<file path="src/rtl/pipe_stage_reg.sv">
// Generic Y86-64 pipeline stage register. Each clock it loads the next instruction,
// holds it (stall) or inserts a nop (bubble), and keeps hazard-debug counters.
module pipe_stage_reg #(
  parameter int                DATA_W       = 144,
  parameter int                STAT_W       = 3,
  parameter logic [3:0]        BUBBLE_ICODE = 4'h1,
  parameter logic [STAT_W-1:0] BUBBLE_STAT  = STAT_W'(1),
  parameter bit                CLEAR_ON_BUB = 1'b1,
  parameter int                CNT_W        = 16,
  parameter int                STALL_LIMIT  = 8
) (
  input  logic              clk,
  input  logic              reset,
  input  logic              stall,
  input  logic              bubble,
  input  logic [STAT_W-1:0] in_stat,
  input  logic [3:0]        in_icode,
  input  logic [DATA_W-1:0] in_data,
  output logic [STAT_W-1:0] out_stat,
  output logic [3:0]        out_icode,
  output logic [DATA_W-1:0] out_data,
  output logic              out_valid,
  output logic [CNT_W-1:0]  stall_cnt,
  output logic [CNT_W-1:0]  bubble_cnt,
  output logic [CNT_W-1:0]  stall_run,
  output logic              wdog_trip,
  output logic              conflict
);

  localparam logic [CNT_W-1:0] CNT_MAX   = '1;
  localparam logic [CNT_W-1:0] LIMIT_VAL = CNT_W'(STALL_LIMIT);

  logic [CNT_W-1:0] stall_cnt_inc;
  logic [CNT_W-1:0] bubble_cnt_inc;
  logic [CNT_W-1:0] stall_run_inc;

  // NOTE: every always_comb output gets a value on every path (here via the
  // ternaries), so no latch can be inferred.
  always_comb begin
    stall_cnt_inc  = (stall_cnt  == CNT_MAX) ? stall_cnt  : stall_cnt  + CNT_W'(1);
    bubble_cnt_inc = (bubble_cnt == CNT_MAX) ? bubble_cnt : bubble_cnt + CNT_W'(1);
    stall_run_inc  = (stall_run  == CNT_MAX) ? stall_run  : stall_run  + CNT_W'(1);
  end

  // NOTE: state is written only with non-blocking assignments, so every branch
  // sees the pre-edge values of the counters it reads.
  always_ff @(posedge clk) begin
    if (reset) begin
      // Tested first so X on stall/bubble during reset cannot reach any flop.
      out_stat   <= BUBBLE_STAT;
      out_icode  <= BUBBLE_ICODE;
      out_data   <= '0;
      out_valid  <= 1'b0;
      stall_cnt  <= '0;
      bubble_cnt <= '0;
      stall_run  <= '0;
      wdog_trip  <= 1'b0;
      conflict   <= 1'b0;
    end else if (stall) begin
      stall_cnt <= stall_cnt_inc;
      stall_run <= stall_run_inc;
      if (stall_run_inc == LIMIT_VAL) wdog_trip <= 1'b1;
      if (bubble) conflict <= 1'b1;
    end else if (bubble) begin
      out_stat   <= BUBBLE_STAT;
      out_icode  <= BUBBLE_ICODE;
      out_valid  <= 1'b0;
      if (CLEAR_ON_BUB) out_data <= '0;
      bubble_cnt <= bubble_cnt_inc;
      stall_run  <= '0;
    end else begin
      out_stat  <= in_stat;
      out_icode <= in_icode;
      out_data  <= in_data;
      out_valid <= 1'b1;
      stall_run <= '0;
    end
  end

endmodule

</file>
<file path="config.mk">
export PLATFORM = sky130hd
export DESIGN_NAME = pipe_stage_reg
export DESIGN_NICKNAME = d
export VERILOG_FILES = /design/src/rtl/pipe_stage_reg.sv
export SDC_FILE = /design/constraint.sdc
export NUM_CORES = 1
export LEC_CHECK = 0
export ABC_AREA = 1
export CAP_MARGIN = 10
export CORE_MARGIN = 4
export CORE_UTILIZATION = 37
export CTS_BUF_LIST = sky130_fd_sc_hd__clkbuf_4 sky130_fd_sc_hd__clkbuf_8 sky130_fd_sc_hd__clkbuf_16
export DETAILED_ROUTE_END_ITERATION = 7
export GPL_ROUTABILITY_DRIVEN = 0
export GPL_TIMING_DRIVEN = 0
export PLACE_DENSITY = 0.81
export SETUP_SLACK_MARGIN = 0.1
export SLEW_MARGIN = 10
export SYNTH_ARGS = -nofsm -noshare
export SYNTH_HDL_FRONTEND = slang
export SYNTH_SLANG_ARGS = --single-unit
export TNS_END_PERCENT = 50
</file>
<file path="constraint.sdc">
create_clock -name clk -period 1.7 [get_ports clk]
set_input_delay 0.17 -clock clk [delete_from_list [all_inputs] [get_ports clk]]
set_output_delay 0.17 -clock clk [all_outputs]
set_load 0.01 [all_outputs]
</file>
==> results of run 1 <==
==> power breakdown <==
part           total [mW]  switching, mW  internal [mW]
logic                1.18          0.472          0.706
registers            4.98         0.0947           4.89
clock network        5.00           2.01           3.00
==> critical path, cell delays in order (launching register included) <==
cell	delay, ns
dfxtp_1	0.40
nand2_1	0.17
nor2_4	0.21
nand2_4	0.09
nor2_8	0.17
nor2_4	0.04
a21oi_2	0.11
nand2_1	0.06
nor2_1	0.11
nand3_2	0.10
a21oi_2	0.11
==> area by class of cell <==
type                       count  area share, %
timing repair buffer         389          31.91
sequential                   202          31.74
multi-input combinational    464          23.87
clock buffer                  34          5.393
tap                          265          2.571
buffer                        41          1.979
inverter                      62          1.901
clock inverter                 6         0.5917
antenna                        2        0.03880
==> flip-flops by register name (all words and copies together) (netlist names) <==
signal	count
conflict	1
out_icode	4
stall_run	16
out_data	144
wdog_trip	1
out_stat	3
bubble_cnt	16
out_valid	1
stall_cnt	16
==> layout by cell type, fill, tap and decap left out, types with 13 or more instances in the layout <==
cell type and count:
clkdlybuf4s50_1 190, dfxtp_1 174, a22o_1 149, dlymetal6s2s_1 124, nand2_1 97, inv_1 55, nor2_1 45, dlygate4sd2_1 41
a21oi_1 28, buf_4 25, nand3_1 25, clkbuf_16 24, dfxtp_2 22, buf_2 20, clkbuf_4 16, xor2_1 13
o21ai_0 13
==> cell usage after synthesis <==
cell type and count:
nand2_1 109, inv_2 3, nand4_1 7, a21oi_1 28, buf_1 1, o22a_1 2, nor2_1 58, buf_4 1
nor3b_1 1, and2_1 1, nor2_4 2, and3_1 1, nor4_4 1, nor4_1 5, dfxtp_1 202, xnor2_1 4
buf_2 34, a21oi_2 2, nand3b_1 2, o21bai_1 3, xor2_1 13, ha_1 3, a31oi_1 4, o21ai_1 1
a22o_1 149, nor3_4 1, inv_1 59, nor2_2 3, nor3_1 13, nand3_1 31, nor2_8 1, nand2_4 1
clkbuf_1 5, o21ai_0 16, nand2_2 2
==> per-layer routing <==
layer	up-vias	wire [µm]	GRT usage [%]
li1	3526	-	-
met1	3467	10920	27.02
met2	298	13920	38.95
met3	61	2158	6.168
met4	0	958	7.826
met5	-	0	0
==> kinds of logic (layout without fill, tap and decap cells) <==
logic type	count (synthesis)	count (layout)	share of synthesized area (%)
other cells	0	2	0
flops	202	202	54.98
buf+inv	103	532	5.885
compound gates	205	205	21.93
fa+ha+maj	3	3	0.5103
simple gates	239	239	14.68
xor+xnor	17	17	2.024
==> path summary, 6_finish.rpt <==
path | start | end | slack [ns] | depth (start not counted)
min | reset | stall_cnt[0]$_SDFFE_PP0P_ | 0.08 | 4
min reg2reg | out_valid$_SDFFE_PP0N_ | out_valid$_SDFFE_PP0N_ | 0.45 | 2
max | stall_run[4]$_SDFF_PP0_ | wdog_trip$_SDFFE_PP0P_ | 0.04 | 10
max reg2reg | stall_run[4]$_SDFF_PP0_ | wdog_trip$_SDFFE_PP0P_ | 0.04 | 10
==> what timing repair did <==
action,in CTS,in global routing
hold endpoints to repair,7,0
gates resized for setup,90,198
setup endpoints to repair,136,269
pin swaps,11,18
hold buffers,2,0
buffers inserted,20,14
gates cloned,0,1
==> metrics.txt, run 1 <==
Sink Count 202; Post-Syn Area 7356 µm²; largest net degree at the start of global routing 13; top cells by area, synth dfxtp_1 (55%), a22o_1 (18%), nand2_1 (5.6%), inv_1 (3.0%), nor2_1 (3.0%); die width between 100 and 150 µm; DR vias/cell roughly 5.0; Placed Instances between 1,000 and 1,500; synth unique cells 35; fill cell count roughly 1,500; Gate Count Post-Synth around 770; pre-CTS setup slack -0.3892 ns; final WL 27,960 µm; register bit total from synthesis roughly 200; required time of the worst setup path about 2.1 ns; vias in the first global route just over 7,000; FMAX roughly 0.60 GHz; P_leak between 7 and 8 nW; syn_nets ~930; status finished clean; fin nets 1,341; CP endpoint kind flop; chip height about 150 µm; Post-DP HPWL 19,860 µm; Avg WL per Cell between 15 and 20 µm; All-Layer GR Usage between 20% and 30%; Clock Latency Late Sink ~0.52 ns; die area ~22,000 µm²; Starting Density a little under two fifths; Worst-Margin Slew 0.5724 ns; DRT antenna net count 0; TritonCTS clock tree yes; max-slew violation count 0; Setup CP Type flop to flop; port bufs 355; minimum clock period 1.661 ns; crit share post-route 97.73%; setup_tns 0 ns; remaining global-route overflow 0; final setup violation count 0; power density cells approximately 870 nW/µm²; initial drt markers 287; sequential element share of the synthesized area a little over half; Design Area, Final between 10,000 and 15,000 µm²; Num CTS Buffers 23; Reg area between 4000 and 5000 µm²; Pwr Total 11.16 mW; first-pass GRT wire length 40,320 µm; IO Pins approximately 360; clock transition at the registers of the reported paths around 0.060 ns; clock tree buffer depth 3; area occupied by multi-input gates about 3000 µm²; Root Driver clkbuf_16; area post-placement 11,260 µm²; Pre-antenna DRT Iters 5; worst clock skew 0.01451 ns; critical path arrival 2.10 ns; Yosys warning total 0; final hold vios 0; Hold WC Path Type primary input to flop; final non-filler cell total between 1,000 and 1,500; Synth top area share a little over half; worst-path fanout max 8; Final WS setup 0.03854 ns; Worst VDD drop roughly 0.70 mV; Relative slew margins roughly three fifths; startpoint type of the worst setup path flop; DRC viols 0; depth of the CTS H-tree 1; Fin Hold WS roughly 0.077 ns; initial antenna violation count 2; max-cap violations 0; num rows 51; unrepaired setup endpoints after global routing yes; layout cells sized above 1 between 15 and 20%; syn_area_per_cell roughly 9.6 µm²; largest area contributor in the netlist dfxtp_1; Core Box Area 19,530 µm²; Vias roughly 7,400; Syn-to-layout area delta 75.35%; Final Util 66.06%
No activity file was read; power rests on OpenSTA's default activity.
==> run 2: changes to the inputs <==
--- a/config.mk
+++ b/config.mk
@@ -6,6 +6,7 @@
 export NUM_CORES = 1
 export LEC_CHECK = 0
 export ABC_AREA = 1
+export ABC_CLOCK_PERIOD_IN_PS = 1700
 export CAP_MARGIN = 10
 export CORE_MARGIN = 4
 export CORE_UTILIZATION = 37
==> results of run 2 <==
No change in the layout: final DEF, timing and power equal those of run 1.
